`src/rtl/lcd_ctrl_if.sv`:
```
// Upstream byte handshake for lcd_ctrl: the text/menu generator is the
// master, the LCD controller is the slave.
interface lcd_ctrl_if;
  logic       in_valid;
  logic       in_ready;
  logic       in_rs;
  logic [7:0] in_byte;

  modport master (output in_valid, output in_rs, output in_byte, input in_ready);
  modport slave  (input in_valid, input in_rs, input in_byte, output in_ready);
endinterface

```
`src/rtl/lcd_ctrl.sv`:
```
// HD44780-class character LCD controller.
// Power-up wait, built-in init sequence, then upstream command/data bytes
// are written with programmable setup / enable-pulse / execution-wait timing,
// in 8-bit or 4-bit (high nibble first on lcd_d[7:4]) bus mode.
// Optional feature macro LCD_LINE_WRAP_EN: tracks the cursor column/line and
// inserts a set-DDRAM-address command after every COLS-th character.
module lcd_ctrl #(
  parameter int BUS_4BIT       = 0,
  parameter int POWERUP_CYC    = 1000,
  parameter int SETUP_CYC      = 2,
  parameter int EN_PULSE_CYC   = 10,
  parameter int CMD_WAIT_CYC   = 50,
  parameter int CLEAR_WAIT_CYC = 2000,
  parameter int COLS           = 16
) (
  input  logic       clk,
  input  logic       rst_n,
  lcd_ctrl_if.slave  up,
  output logic       init_done,
  output logic       busy,
  output logic       lcd_rs,
  output logic       lcd_rw,
  output logic       lcd_en,
  output logic [7:0] lcd_d
);

  typedef enum logic [2:0] {PWR_WAIT, INIT_LOAD, SETUP, PULSE, GAP, IDLE} state_t;

  localparam logic [31:0] PWR_L = 32'(POWERUP_CYC);
  localparam logic [31:0] SET_L = 32'(SETUP_CYC);
  localparam logic [31:0] PUL_L = 32'(EN_PULSE_CYC);
  localparam logic [31:0] CMD_L = 32'(CMD_WAIT_CYC);
  localparam logic [31:0] CLR_L = 32'(CLEAR_WAIT_CYC);
  localparam logic [2:0]  INIT_LEN = (BUS_4BIT != 0) ? 3'd6 : 3'd5;

  // 4-bit mode prepends a lone 0x2 nibble (function-set to 4-bit) before the
  // regular table; it is stored as 0x20 and flagged high-nibble-only.
  function automatic logic [7:0] init_rom(input logic [2:0] i);
    logic [7:0] v;
    logic [2:0] j;
    j = (BUS_4BIT != 0) ? i - 3'd1 : i;
    case (j)
      3'd0:    v = (BUS_4BIT != 0) ? 8'h28 : 8'h38;
      3'd1:    v = 8'h01;
      3'd2:    v = 8'h0E;
      3'd3:    v = 8'h06;
      default: v = 8'h80;
    endcase
    if (BUS_4BIT != 0 && i == 3'd0) v = 8'h20;
    return v;
  endfunction

  state_t      state, state_n;
  logic [31:0] cnt, cnt_n;
  logic [2:0]  idx, idx_n;
  logic        rs_q, rs_n;
  logic [7:0]  byte_q, byte_n;
  logic [7:0]  d_q, d_n;
  logic        hi_ph, hi_n;
  logic        hi_only, ho_n;
  logic        in_init, ini_n;
  logic        done_q, done_n;
  logic [31:0] gap_len;
  logic        ld, ld_rs, ld_ho;
  logic [7:0]  ld_byte;
  logic [1:0]  rst_sync;
  logic        arst_n;

`ifdef LCD_LINE_WRAP_EN
  localparam int CW = (COLS > 1) ? $clog2(COLS) : 1;
  localparam logic [CW-1:0] COL_MAX = CW'(COLS - 1);
  logic [CW-1:0] col, col_n;
  logic          line, line_n;
  logic          wrap_pend, wp_n;
`endif

  // Reset asserts immediately and releases on a clock edge.
  always_ff @(posedge clk or negedge rst_n) begin
    if (!rst_n) rst_sync <= 2'b00;
    else        rst_sync <= {rst_sync[0], 1'b1};
  end
  assign arst_n = rst_sync[1];

  // Post-byte wait: short inter-nibble gap, long wait for clear/home, else command wait.
  always_comb begin
    if (hi_ph && !hi_only)                              gap_len = SET_L;
    else if (!rs_q && (byte_q == 8'h01 || byte_q == 8'h02)) gap_len = CLR_L;
    else                                                gap_len = CMD_L;
  end

  // Next-state and datapath: sequencing of init table, user bytes and nibbles.
  always_comb begin
    state_n = state;
    cnt_n   = cnt + 32'd1;
    idx_n   = idx;
    rs_n    = rs_q;
    byte_n  = byte_q;
    d_n     = d_q;
    hi_n    = hi_ph;
    ho_n    = hi_only;
    ini_n   = in_init;
    done_n  = done_q;
    ld      = 1'b0;
    ld_rs   = 1'b0;
    ld_byte = 8'h00;
    ld_ho   = 1'b0;
`ifdef LCD_LINE_WRAP_EN
    col_n   = col;
    line_n  = line;
    wp_n    = wrap_pend;
`endif
    case (state)
      PWR_WAIT: if (cnt + 32'd1 >= PWR_L) begin state_n = INIT_LOAD; cnt_n = '0; end
      INIT_LOAD: begin
        ld      = 1'b1;
        ld_byte = init_rom(idx);
        ld_ho   = (BUS_4BIT != 0) && (idx == 3'd0);
        idx_n   = idx + 3'd1;
      end
      SETUP: if (cnt + 32'd1 >= SET_L) begin state_n = PULSE; cnt_n = '0; end
      PULSE: if (cnt + 32'd1 >= PUL_L) begin state_n = GAP; cnt_n = '0; end
      GAP: if (cnt + 32'd1 >= gap_len) begin
        cnt_n = '0;
        if (hi_ph && !hi_only) begin
          state_n = SETUP;
          hi_n    = 1'b0;
          d_n     = {byte_q[3:0], 4'h0};
        end else if (in_init) begin
          if (idx == INIT_LEN) begin
            state_n = IDLE;
            ini_n   = 1'b0;
            done_n  = 1'b1;
          end else begin
            state_n = INIT_LOAD;
          end
        end else begin
`ifdef LCD_LINE_WRAP_EN
          if (wrap_pend) begin
            ld      = 1'b1;
            ld_byte = line ? 8'h80 : 8'hC0;
            line_n  = ~line;
            wp_n    = 1'b0;
          end else begin
            state_n = IDLE;
          end
`else
          state_n = IDLE;
`endif
        end
      end
      IDLE: if (up.in_valid) begin
        ld      = 1'b1;
        ld_rs   = up.in_rs;
        ld_byte = up.in_byte;
`ifdef LCD_LINE_WRAP_EN
        if (up.in_rs) begin
          if (col == COL_MAX) begin col_n = '0; wp_n = 1'b1; end
          else                  col_n = col + 1'b1;
        end else if (up.in_byte == 8'h01 || up.in_byte == 8'h02) begin
          col_n  = '0;
          line_n = 1'b0;
        end else if (up.in_byte[7]) begin
          line_n = up.in_byte[6];
          col_n  = CW'(up.in_byte[3:0]);
        end
`endif
      end
      default: state_n = PWR_WAIT;
    endcase
    // Loading a byte: bus values change here, always while en is low.
    if (ld) begin
      state_n = SETUP;
      cnt_n   = '0;
      rs_n    = ld_rs;
      byte_n  = ld_byte;
      ho_n    = ld_ho;
      hi_n    = (BUS_4BIT != 0);
      d_n     = (BUS_4BIT != 0) ? {ld_byte[7:4], 4'h0} : ld_byte;
    end
  end

  // State and datapath registers; reset aborts any transfer and re-runs init.
  always_ff @(posedge clk or negedge arst_n) begin
    if (!arst_n) begin
      state     <= PWR_WAIT;
      cnt       <= '0;
      idx       <= '0;
      rs_q      <= 1'b0;
      byte_q    <= 8'h00;
      d_q       <= 8'h00;
      hi_ph     <= 1'b0;
      hi_only   <= 1'b0;
      in_init   <= 1'b1;
      done_q    <= 1'b0;
`ifdef LCD_LINE_WRAP_EN
      col       <= '0;
      line      <= 1'b0;
      wrap_pend <= 1'b0;
`endif
    end else begin
      state     <= state_n;
      cnt       <= cnt_n;
      idx       <= idx_n;
      rs_q      <= rs_n;
      byte_q    <= byte_n;
      d_q       <= d_n;
      hi_ph     <= hi_n;
      hi_only   <= ho_n;
      in_init   <= ini_n;
      done_q    <= done_n;
`ifdef LCD_LINE_WRAP_EN
      col       <= col_n;
      line      <= line_n;
      wrap_pend <= wp_n;
`endif
    end
  end

  assign lcd_en      = (state == PULSE);
  assign lcd_rs      = rs_q;
  assign lcd_d       = d_q;
  assign lcd_rw      = 1'b0;
  assign busy        = (state != IDLE);
  assign up.in_ready = (state == IDLE);
  assign init_done   = done_q;

endmodule

```
`src/flat_wrapper.sv`:
```
// flat-port wrapper written by rule: the top's interface ports become plain ports
module lcd_ctrl_flat 
#(
  parameter int BUS_4BIT       = 0,
  parameter int POWERUP_CYC    = 1000,
  parameter int SETUP_CYC      = 2,
  parameter int EN_PULSE_CYC   = 10,
  parameter int CMD_WAIT_CYC   = 50,
  parameter int CLEAR_WAIT_CYC = 2000,
  parameter int COLS           = 16
)
  (clk, rst_n, init_done, busy, lcd_rs, lcd_rw, lcd_en, lcd_d, up_in_valid, up_in_rs, up_in_byte, up_in_ready);
  lcd_ctrl_if up_i ();
  input  logic clk;
  input  logic rst_n;
  output logic init_done;
  output logic busy;
  output logic lcd_rs;
  output logic lcd_rw;
  output logic lcd_en;
  output logic [7:0] lcd_d;
  input wire logic [$bits(up_i.in_valid)-1:0] up_in_valid;
  input wire logic [$bits(up_i.in_rs)-1:0] up_in_rs;
  input wire logic [$bits(up_i.in_byte)-1:0] up_in_byte;
  output wire logic [$bits(up_i.in_ready)-1:0] up_in_ready;
  assign up_i.in_valid = up_in_valid;
  assign up_i.in_rs = up_in_rs;
  assign up_i.in_byte = up_in_byte;
  assign up_in_ready = up_i.in_ready;
  lcd_ctrl #(.BUS_4BIT(BUS_4BIT), .POWERUP_CYC(POWERUP_CYC), .SETUP_CYC(SETUP_CYC), .EN_PULSE_CYC(EN_PULSE_CYC), .CMD_WAIT_CYC(CMD_WAIT_CYC), .CLEAR_WAIT_CYC(CLEAR_WAIT_CYC), .COLS(COLS)) u_core (.clk(clk), .rst_n(rst_n), .up(up_i), .init_done(init_done), .busy(busy), .lcd_rs(lcd_rs), .lcd_rw(lcd_rw), .lcd_en(lcd_en), .lcd_d(lcd_d));
endmodule
```
`config.mk`:
```
export PLATFORM = sky130hd
export DESIGN_NAME = lcd_ctrl_flat
export DESIGN_NICKNAME = d
export VERILOG_FILES = /design/src/rtl/lcd_ctrl_if.sv /design/src/rtl/lcd_ctrl.sv /design/src/flat_wrapper.sv
export SDC_FILE = /design/constraint.sdc
export NUM_CORES = 1
export LEC_CHECK = 0
export CAP_MARGIN = 20
export CORE_UTILIZATION = 28
export CTS_BUF_LIST = sky130_fd_sc_hd__clkbuf_16
export DETAILED_ROUTE_END_ITERATION = 8
export PLACE_DENSITY = 0.44
export SYNTH_ARGS = -nofsm -noshare
export SYNTH_HDL_FRONTEND = slang
export SYNTH_SLANG_ARGS = --single-unit
```
`constraint.sdc`:
```
create_clock -name clk -period 1.9 [get_ports clk]
set_input_delay 0.57 -clock clk [delete_from_list [all_inputs] [get_ports clk]]
set_output_delay 0.57 -clock clk [all_outputs]
set_load 0.01 [all_outputs]
```
==> results of run 1 <==
==> cell usage in the layout (no fill, tap or decap), types with 7 or more instances in the layout <==
cell / synthesis / routed
and2_1: 10 / 8
clkdlybuf4s50_1: 0 / 20
clkbuf_16: 0 / 9
nand2_1: 54 / 53
nand3_1: 20 / 19
nor3_2: 20 / 20
xnor2_1: 17 / 15
ha_1: 10 / 7
a21o_1: 10 / 10
nand4_1: 20 / 20
xor2_1: 14 / 13
buf_4: 1 / 136
dfrtp_1: 58 / 55
nor2_1: 26 / 26
o21ai_0: 10 / 7
inv_1: 14 / 14
==> sequential cells by signal (all words and copies together) (netlist names) <==
register and flops:
u_core.in_init 1, u_core.cnt 32, u_core.rst_sync 2, u_core.byte_q 8, u_core.state 3, u_core.lcd_d 8, u_core.idx 3, u_core.lcd_rs 1
u_core.init_done 1
==> per-stage QoR <==
step | hold slack (ps) | setup WS, ps | utilization | std cells
after floorplan | 274 | -797 | - | 423
after global placement | 303 | -917 | 0.399 | 729
after detailed placement | 308 | -1000 | 0.399 | 729
after CTS | 312 | -835 | 0.430 | 750
after global routing | 336 | -1030 | 0.438 | 755
final | 279 | -873 | 0.438 | 755
==> worst min path at each step <==
stage | from | endpoint | slack (ps)
global route | u_core.rst_sync[1] | u_core.lcd_d[2] | 340
global placement | u_core.rst_sync[1] | u_core.byte_q[6] | 300
detailed placement | u_core.rst_sync[1] | u_core.byte_q[6] | 310
floorplan | rst_n | u_core.rst_sync[0] | 270
CTS | u_core.rst_sync[1] | u_core.byte_q[5] | 310
finish | u_core.rst_sync[1] | u_core.byte_q[6] | 280
==> where the power goes <==
| part | switching (mW) | total (mW) | internal [mW] |
|---|---|---|---|
| clock network | 0.640 | 1.66 | 1.02 |
| logic | 1.50 | 3.00 | 1.50 |
| registers | 0.167 | 1.68 | 1.51 |
| total | 2.31 | 6.34 | 4.04 |
==> per-layer routing <==
layer  global-route usage  vias up  wire, um
met1                0.219     1803      5330
met2                0.296       59      5640
met4               0.0734        0       303
met3               0.0398       23       328
met5                    0        -         0
li1                     -     1827         -
==> final cells by class <==
cell class                      count  area, um^2  share of cell area
Sequential cell                    59        1480               0.254
Timing Repair Buffer              169        1390               0.238
Clock inverter                      7        76.3              0.0131
Inverter                           14        52.6             0.00899
Tap cell                          176         220              0.0377
Multi-Input combinational cell    321        2400               0.410
Clock buffer                        9         225              0.0385
==> worst max-delay path, cell delays in order (launching register included) <==
cell	delay, ps
dfrtp_2	400
ha_4	170
nand4_1	90
buf_6	160
nor4_4	300
nand4_1	150
a211o_1	280
or4_4	430
nor2_4	220
a2bb2oi_4	110
buf_12	170
a211oi_2	200
==> cell families (layout without fill, tap and decap cells) <==
group | after synthesis | after routing | share of synthesized area
other cells | 2 | 2 | 0.00194
compound gates | 77 | 77 | 0.155
flops | 59 | 59 | 0.383
xor+xnor | 31 | 31 | 0.0703
mux | 3 | 3 | 0.00842
buf+inv | 43 | 199 | 0.0551
simple gates | 197 | 197 | 0.292
fa+ha+maj | 11 | 11 | 0.0350
==> timing repair <==
action / CTS / global route
endpoints found under the setup margin: 41 / 39
setup buffers: 5 / 6
resized for setup: 31 / 15
pin swaps: 9 / 11
==> impl_metrics.toml, run 1 <==
[synth]
synth_cell_type_count = 69
synth_cells = 423
yosysTopAreaCell = "dfrtp_1"
ys_seq_elements = 59
ys.flop_type = "dfrtp_1"
synth_area_um2 = 3860
synthTopCellsByCount = "dfrtp_1 (58), nand2_1 (54), nor2_1 (26)"
synth_edf_count = 0
synth_top_area_frac = 0.376
synth_warnings = 0
synthesis.nets = 445
synth_seq_area_share = 0.383
synthMostInstantiatedCell = "dfrtp_1"
ys_async_sr_fraction = 1.00
avgSynthCellArea_um2 = 9.13
ys_top_cells_by_area = "dfrtp_1 (38%), nand2_1 (5.2%), nor3_2 (5.2%), xnor2_1 (3.9%), ha_1 (3.2%)"

[place]
placedInstanceArea_um2 = 5320
dp_hpwl_mm = 8.74
io_buffers = 24
gp_congestion = 0.850

[pwr]
p_leak_nw = 2.61
irDropWorstVdd_v = 0.000607
finalPower_mw = 6.34
power.density_nw_per_um2 = 1090

[finish]
fill_cells = 1349
n_antenna_cell = 0
finalInstanceArea_um2 = 5840
nNetsFinal = 596
syn_to_final_growth_pct = 51.3
drive_above_1_share = 0.406

[floorplan]
core-area_um2 = 13300
initial_utilization = 0.289
ios = 26
die_y_um = 119
rows = 42
dieWidth_um = 119
die-area_um2 = 14300

[clock_network]
insertion_delay_ps = 340
htree_levels = 3
clockBufferDepth = 2
cts_buffers = 9
cts.reportedPaths.clkPinSlew_ps = 50
root_buffer = "clkbuf_16"
postCtsHoldBufs = 0
cts_sinks = 59
cts_tree = "done"

[sta]
min_period_ps = 2770
post-route-worst-setup-slack_ps = -873
fmax_mhz = 361
worst_pin_slew_ps = 601
hold_viol_final = 0
final_max_slew_viol_count = 0
fin_crit_sh = 1.46
rsz0062_at_grt = "true"
setup_tns_ps = -30220
fin_skew_ps = 8.92
relSlewSlack = 0.599
finalSetupViolCount = 37

[global_route]
first_global_vias = 3898
grt_start_max_net_pins = 33
grt_pass1_wl_mm = 19.5
antenna_found_initial = 0
grt_overflow = 0
grt_use_total = 0.177

[route]
routed_wl_mm = 11.6
vias_per_cell = 4.92
drt-initial-drc-count = 134
drt-pass1-iter-count = 4
drc = 0
vias = 3712
antenna_left = 0
routedWlPerCell_um = 15.4

[critical_path]
crit_start = "u_core.cnt[1]"
reg2reg_to = "u_core.cnt[17]"
worstPathArrival_ps = 3030
crit_required_ps = 2150
start_kind = "register"
worstSetupPathType = "register to register"
cp-endpoint = "u_core.cnt[17]"
r2r_cells = 11
path_max_fanout = 17
reg2reg_slack_ps = -870
rr_startpoint = "u_core.cnt[1]"
critPathCaptureType = "register"

[status]
status = "complete, but fails checks"
violations = "negative setup slack"

[hold_path]
hold_class = "register to asynchronous set/reset pin"

[flow_run]
max_cap_viol_count = 0
No activity file was read; power rests on OpenSTA's default activity.
==> inputs of run 2 (changes only) <==
--- a/config.mk
+++ b/config.mk
@@ -9,7 +9,9 @@
 export CORE_UTILIZATION = 28
 export CTS_BUF_LIST = sky130_fd_sc_hd__clkbuf_16
 export DETAILED_ROUTE_END_ITERATION = 8
+export HOLD_SLACK_MARGIN = 0.06
 export PLACE_DENSITY = 0.44
+export REMOVE_ABC_BUFFERS = 1
 export SYNTH_ARGS = -nofsm -noshare
 export SYNTH_HDL_FRONTEND = slang
 export SYNTH_SLANG_ARGS = --single-unit
==> run 2 against run 1 <==
  * The run still ends with negative setup slack left
  * Global-route usage down 0.40 points
  * Critical path depth increased by 3
  * Count of clock-buffer cells in the layout is the same
  * Flip-flop and latch count unchanged
  * Maximum frequency is 5.2% lower
  * Die area is the same
  * Design area rose by 2.6%
  * Critical endpoint is now u_core.cnt[4]
  * Largest cell class unchanged
  * Largest power group unchanged
  * Highest routed layer unchanged
==> impl_metrics.toml, run 2 (synthesis results as in run 1) <==
[status]
status = "complete, but fails checks"
violations = "negative setup slack"

[sta]
fin_crit_sh = 1.54
fin_skew_ps = 7.01
hold_viol_final = 0
worst_pin_slew_ps = 541
relSlewSlack = 0.640
finalSetupViolCount = 37
min_period_ps = 2930
rsz0062_at_grt = "true"
final_max_slew_viol_count = 0
post-route-worst-setup-slack_ps = -1030
setup_tns_ps = -36890
fmax_mhz = 342

[route]
antenna_left = 0
wl_met1_mm = 5.35
routedWlPerCell_um = 15.3
highest_layer = "met4"
routed_wl_mm = 11.5
drt-pass1-iter-count = 4
wl_met2_mm = 5.71
drt-initial-drc-count = 193
route.met3.wl_um = 332
vias = 3708
vias_per_cell = 4.90
drc = 0

[critical_path]
path_max_fanout = 7
critPathTopFamily = "compound AO/OA/AOI/OAI gates"
slowest_delay_ps = 370
start_kind = "register"
worstPathArrival_ps = 3150
path_cells = "buf_6, and4_4, nand4_1, xnor2_2, ha_1, o21ai_2, a211oi_2, a32oi_2, a211oi_2, o22ai_4, a2bb2oi_4, buf_12, clkbuf_16, nor3_2"
crit_required_ps = 2120
cpMaxStageDelayCell = "dfrtp_1"
crit_buf_inv = 3
critPathCaptureType = "register"
crit_top_cell = "a211oi_2"
worstSetupPathType = "register to register"

[finish]
layout.area.seq_um2 = 1480
utilization = 0.449
stdcell_count = 757
fill_cells = 1385
finalInstanceArea_um2 = 5990
layout_common_cells = "buf_4 (131), dfrtp_1 (57), nand2_1 (51)"
syn_to_final_growth_pct = 55.2
n_antenna_cell = 0
drive_above_1_share = 0.418
largest_register_ffs = 32
multi_input_area_um2 = 2440
nNetsFinal = 598
final_common_cell = "buf_4"
largest-register = "u_core.cnt"

[global_route]
first_global_vias = 3820
antenna_found_initial = 0
grt_start_max_net_pins = 36
grt_overflow = 0
grt_use_total = 0.173
grt_pass1_wl_mm = 19.3

[clock_network]
root_buffer = "clkbuf_16"
cts_sinks = 59
htree_levels = 3
insertion_delay_ps = 340
cts.reportedPaths.clkPinSlew_ps = 60
clockBufferDepth = 2
cts_tree = "done"
cts_buffers = 9

[hold_path]
hold_class = "register to asynchronous set/reset pin"

[floorplan]
die_y_um = 119
ios = 26
dieWidth_um = 119
die-area_um2 = 14300
initial_utilization = 0.289
core-area_um2 = 13300
rows = 42

[place]
pre_cts_slack_ps = -1110
placedInstanceArea_um2 = 5250
gp_congestion = 0.810
dp_cells = 729
dp_hpwl_mm = 8.48
io_buffers = 24

[pwr]
irDropWorstVdd_v = 0.000638
power.density_nw_per_um2 = 1160
p_leak_nw = 2.70

[flow_run]
max_cap_viol_count = 0
## run 2: what timing repair did
item                                    CTS  global route
endpoints found under the setup margin   41            39
cloned                                    0             2
gates resized for setup                  32            48
hold buffers                              0             0
buffers inserted                          3             7
pin swaps                                 4            22
## run 2: report_power, final
group	total [mW]	switching, mW	internal [mW]
combinational	3.53	1.68	1.85
sequential	1.67	0.167	1.51
clock	1.77	0.616	1.15
total	6.98	2.46	4.51
## run 2: final cells by class
cell class | count | share of cell area
clock inverters | 7 | 0.0165
inverters | 14 | 0.00877
well taps | 176 | 0.0367
repair buffers | 171 | 0.246
clock buffers | 9 | 0.0376
flip-flops and latches | 59 | 0.247
multi-input cells | 321 | 0.408
## run 2: path summary, 6_finish.rpt
path / slack (ps) / endpoint / startpoint / cells past startpoint
max: -1030 / u_core.cnt[4] / u_core.cnt[0] / 14
min: 260 / u_core.byte_q[1] / u_core.rst_sync[1] / 0
max reg2reg: -1030 / u_core.cnt[4] / u_core.cnt[0] / 14
min reg2reg: 260 / u_core.byte_q[1] / u_core.rst_sync[1] / 0
max in group asynchronous: 1060 / u_core.cnt[3] / u_core.rst_sync[1] / 1
min in group clk: 350 / u_core.rst_sync[1] / u_core.rst_sync[0] / 0
## run 2: worst register-to-register path: stages (launching register included)
cell and delay (ps):
dfrtp_1 370, buf_6 130, and4_4 230, nand4_1 150, xnor2_2 190, ha_1 320, o21ai_2 80, a211oi_2 230
a32oi_2 90, a211oi_2 340, o22ai_4 140, a2bb2oi_4 180, buf_12 140, clkbuf_16 160, nor3_2 40
## run 2: layer usage
metal,track usage,up-vias
met5,0,-
met4,0.0617,0
met3,0.0302,13
met2,0.289,50
met1,0.223,1804
li1,-,1841
## run 2: metrics by stage
stage / power [mW] / hold WS, ps
3_3_place_gp: 4.42 / 267
3_5_place_dp: 4.44 / 273
5_1_grt: 7.43 / 298
2_1_floorplan: 3.04 / 274
4_1_cts: 6.33 / 280
6_report: 6.98 / 259
==> inputs of run 3 (changes only) <==
--- a/config.mk
+++ b/config.mk
@@ -5,13 +5,14 @@
 export SDC_FILE = /design/constraint.sdc
 export NUM_CORES = 1
 export LEC_CHECK = 0
+export ABC_CLOCK_PERIOD_IN_PS = 1900
 export CAP_MARGIN = 20
 export CORE_UTILIZATION = 28
 export CTS_BUF_LIST = sky130_fd_sc_hd__clkbuf_16
 export DETAILED_ROUTE_END_ITERATION = 8
 export HOLD_SLACK_MARGIN = 0.06
 export PLACE_DENSITY = 0.44
-export REMOVE_ABC_BUFFERS = 1
+export SLEW_MARGIN = 20
 export SYNTH_ARGS = -nofsm -noshare
 export SYNTH_HDL_FRONTEND = slang
 export SYNTH_SLANG_ARGS = --single-unit
==> results of run 3 <==
No change in the layout: final DEF, timing and power equal those of run 1.
==> RTL edit 1: new RTL, flow settings as in run 1 <==
The 6 states of `state_t` get a one-hot encoding in 6 bits.
--- a/src/rtl/lcd_ctrl.sv
+++ b/src/rtl/lcd_ctrl.sv
@@ -26,3 +26,3 @@
 
-  typedef enum logic [2:0] {PWR_WAIT, INIT_LOAD, SETUP, PULSE, GAP, IDLE} state_t;
+  typedef enum logic [5:0] {PWR_WAIT = 6'b000001, INIT_LOAD = 6'b000010, SETUP = 6'b000100, PULSE = 6'b001000, GAP = 6'b010000, IDLE = 6'b100000} state_t;
 
Function: no difference found for any inputs over 10 cycles, from zero or initial values and one cycle with rst_n low; not proved beyond that.
==> RTL edit 1 against run 1 <==
- the run still ends with negative setup slack left
- synthesized area rose by 2.0%
- non-clock buffer count rose by 10
- largest cell class unchanged
- routed wire length rose by 1.8%
- sequential cell count rose by 3
- final area rose by 7.0%
- worst setup slack got worse by 0.062 ns
Power is not compared: it rests on default switching activity, and its combinational part moved more than twofold at a synthesized area within 25%.
==> RTL edit 1: results (changes against run 1) <==
status = finished with violations (unchanged)
failing checks = negative setup slack (unchanged)
post-synthesis sequential area ratio = 39.43% (was 38.26%)
DR iter-0 viols = 145 (was 134)
Final Hold Slack = 0.2704 ns (was 0.2785 ns)
first-pass GRT wire length = 19.61 mm (was 19.48 mm)
clk_lat worst skew = 0.34 ns (about the same)
Main synth FF type = dfrtp_1 (unchanged)
post-synthesis cell count = 421 (was 423)
max reg flops = 32 (unchanged)
vias in the first global route = 3941 (was 3898)
Synth top cells by count = 60 x dfrtp_1, 40 x nand2_1, 23 x nor2_1 (was 58 x dfrtp_1, 54 x nand2_1, 26 x nor2_1)
area occupied by multi-input gates = 2530 sq um (was 2397 sq um)
wire per inst = 15.39 um (was 15.37 um)
number of fillers in the final layout = 1285 (was 1349)
CP Max Fanout = 8 (was 17)
Port Buf Inserts = 24 (unchanged)
H-tree depth = 3 (unchanged)
final setup margin = -0.9355 ns (was -0.8731 ns)
vias post-DR = 3774 (was 3712)
Sum Neg Setup Slack = -36.07 ns (was -30.22 ns)
Pre-antenna DRT Iters = 4 (unchanged)
top cells by area, synth = dfrtp_1 38%, nor3_2 5.6%, nand2_1 3.8% (was dfrtp_1 38%, nand2_1 5.2%, nor3_2 5.2%)
async set or reset register ratio after synthesis = 100.0% (unchanged)
Register-to-Register Path Depth = 12 (was 11)
# setup viols final = 57 (was 37)
hold crit path type = reg -> async (unchanged)
routed wire length = 11.82 mm (was 11.61 mm)
Final nets = 609 (was 596)
post-synth cell types = 63 (was 69)
Mapped Nets = 443 (was 445)
Worst-path clk slew = 0.05 ns (about the same)
GPL Wtd Cong = 0.7966 (was 0.8498)
Leak Pwr = 2.825 nW
TritonCTS buffer count = 9 (unchanged)
All-Layer GR Usage = 17.47% (was 17.72%)
Detailed Place HPWL = 8.071 mm (was 8.742 mm)
Yosys warnings = 0 (unchanged)
peak supply drop = 0.0003619 V
clock skew = 0.005062 ns (was 0.008924 ns)
initial antenna violation count = 0 (unchanged)
clk buf depth = 2 (unchanged)
reg2reg end = u_core.cnt[19] (was u_core.cnt[17])
Placed Area = 5429 sq um (was 5321 sq um)
RR Startpoint = u_core.cnt[0] (was u_core.cnt[1])
largest net degree at the start of global routing = 61 (was 33)
share of cells above drive strength 1 = 43.58% (was 40.59%)
DRC Markers = 0 (unchanged)
Place WS = -0.9887 ns (was -1.001 ns)
WP data arrival = 3.10 ns (was 3.03 ns)
[RTL edit 1: cell count changes in the layout (fill, tap and decap cells not counted), sizes merged, moves of 7 or more]
cell and delta:
nor4 +11, nand4 -10, nand3b +7, nor3 +14
nand2 -14, buf +11
[RTL edit 1: how the worst max path moves through the flow]
| stage | startpoint | end | cells past startpoint | slack (ns) |
|---|---|---|---|---|
| 2_1_floorplan | u_core.cnt[9] | u_core.cnt[12] | 11 | -0.76 |
| 3_3_place_gp | u_core.cnt[0] | u_core.cnt[2] | 12 | -0.99 |
| 3_5_place_dp | u_core.cnt[0] | u_core.cnt[2] | 12 | -0.99 |
| 4_1_cts | u_core.cnt[0] | u_core.cnt[15] | 12 | -0.97 |
| 5_1_grt | u_core.cnt[6] | u_core.cnt[29] | 12 | -1.10 |
| 6_report | u_core.cnt[0] | u_core.cnt[19] | 12 | -0.94 |
[RTL edit 1: per-layer routing]
| metal | up-vias | track usage (%) | wire, um |
|---|---|---|---|
| li1 | 1859 | - | - |
| met1 | 1852 | 22.27 | 5521 |
| met2 | 50 | 29.09 | 5738 |
| met3 | 13 | 3.585 | 358 |
| met4 | 0 | 6.327 | 199 |
| met5 | - | 0 | 0 |
[RTL edit 1: critical path, stage by stage, from the launching register on]
cell     delay (ns)
dfrtp_2        0.41
ha_4           0.16
nand4_4        0.13
or3_4          0.47
o31a_1         0.27
o32ai_2        0.26
a21oi_2        0.10
nor4b_4        0.32
buf_12         0.15
a21oi_4        0.07
buf_12         0.15
buf_12         0.15
nor3_2         0.10
[RTL edit 1: final cells by class]
type	instances	area share [%]
Inverter	14	0.9206
Clock buffer	9	3.602
Sequential cell	62	25.01
Timing Repair Buffer	179	25.18
Multi-Input combinational cell	321	40.46
Tap cell	176	3.522
Clock inverter	7	1.301
[RTL edit 1: power breakdown]
group / leakage (nW) / internal [mW] / switching, mW / total, mW
logic: 1.86 / 0.0255 / 0.0310 / 0.0565
registers: 0.804 / 1.32 / 0.00109 / 1.33
clock network: 0.159 / 1.13 / 0.602 / 1.73
[RTL edit 1: cells by family after synthesis]
family	Yosys count	synth area share, %
compound gates	77	14.19
fa+ha+maj	10	3.175
mux	2	0.5714
flops	62	39.43
other cells	2	0.1905
simple gates	195	30.16
buf+inv	39	4.381
xor+xnor	34	7.905
[RTL edit 1: timing repair]
action | in CTS | in global routing
buffers inserted | 21 | 1
resized for setup | 53 | 26
setup endpoints to repair | 44 | 60
pin swaps | 20 | 16
gates cloned | 2 | 1
==> RTL edit 2: new RTL, flow settings as in run 1 <==
Without the edit above. Build with the macro `LCD_LINE_WRAP_EN` defined.
--- a/src/rtl/lcd_ctrl.sv
+++ b/src/rtl/lcd_ctrl.sv
@@ -6,2 +6,4 @@
 // inserts a set-DDRAM-address command after every COLS-th character.
+`define LCD_LINE_WRAP_EN
+
 module lcd_ctrl #(
Formal check against the unedited RTL: same outputs for any inputs over 10 cycles, from zero or initial values and one cycle with rst_n low; that may be too few to reach the edited logic, so the function may still have changed.
==> RTL edit 2 against run 1 <==
- the flow still finishes with violations (negative setup slack)
- worst setup slack lost 0.40 ns
- final area grew 37%
- total power grew 42%
- non-clock buffer count grew 79
- sequential cell count grew 6
- synthesized area grew 17%
- routed wire length grew 34%
- largest cell class unchanged
- largest power group unchanged
- highest routed layer unchanged
==> RTL edit 2: results (changes against run 1) <==
status = finished with violations (unchanged)
failing checks = negative setup slack (unchanged)
GR met1 Demand/Resource = 25.45% (was 21.92%)
reg2reg end = u_core.cnt[29] (was u_core.cnt[17])
met3 Use GR = 3.909% (was 3.975%)
Sum Neg Setup Slack = -68.41 ns (was -30.22 ns)
first-pass GRT wire length = 24.92 mm (was 19.48 mm)
# setup viols final = 60 (was 37)
comb_multi_in = 340 (was 321)
XOR/XNOR share of the synthesized area = 6.811% (was 7.029%)
GPL Wtd Cong = 0.8297 (was 0.8498)
Synth Area in Compound Gates = 17.82% (was 15.45%)
Top Family by Delay on Critical Path = compound AO/OA/AOI/OAI gates (was simple AND/OR/NAND/NOR gates)
Detailed Place HPWL = 10.08 mm (was 8.742 mm)
share of cells above drive strength 1 = 54.26% (was 40.59%)
top cells by area, synth = dfrtp_1 36%, nor4_2 7.0%, xnor2_1 4.7% (was dfrtp_1 38%, nand2_1 5.2%, nor3_2 5.2%)
routed wire length = 15.61 mm (was 11.61 mm)
metal3 WL = 426 um (was 328 um)
fraction of area in multi-input gates = 42.65% (was 41.03%)
final setup margin = -1.275 ns (was -0.8731 ns)
Signal buf overhead = 27.59% (was 23.79%)
clock network area share = 4.472% (was 5.161%)
Non-CTS buffers = 248 (was 169)
All-Layer GR Usage = 19.55% (was 17.72%)
vias post-DR = 4559 (was 3712)
Seq cells = 65 (was 59)
peak supply drop = 0.0009223 V (was 0.0006069 V)
Synth top cells by count = 64 x dfrtp_1, 35 x inv_1, 25 x nor4_2 (was 58 x dfrtp_1, 54 x nand2_1, 26 x nor2_1)
CP Max Fanout = 8 (was 17)
met2 WL post-DR = 7.836 mm (was 5.640 mm)
post-synthesis sequential area ratio = 36.17% (was 38.26%)
flip-flop and latch area = 1633 sq um (was 1481 sq um)
RTL edit 2: metrics by stage:
| step | hold WS (ns) | instance area (sq um) | std cells | total power [mW] | utilization [%] |
|---|---|---|---|---|---|
| global route | 0.3647 | 8030 | 915 | 9.477 | 52.05 |
| floorplan | 0.2744 | 4632 | 470 | 3.600 | - |
| detailed placement | 0.3148 | 6289 | 841 | 5.221 | 40.76 |
| finish | 0.3165 | 8030 | 915 | 8.995 | 52.05 |
| CTS | 0.3329 | 7705 | 907 | 8.667 | 49.94 |
| global placement | 0.3221 | 6289 | 841 | 5.180 | 40.76 |
RTL edit 2: what timing repair did:
item / 4_1_cts / 5_1_grt
endpoints found under the setup margin: 64 / 62
setup buffers: 44 / 10
gates resized for setup: 130 / 56
pin swaps: 56 / 26
cloned: 7 / 1
RTL edit 2: power breakdown:
part	switching (mW)	internal, mW
logic	2.46	2.59
registers	0.237	1.66
clock network	0.647	1.41
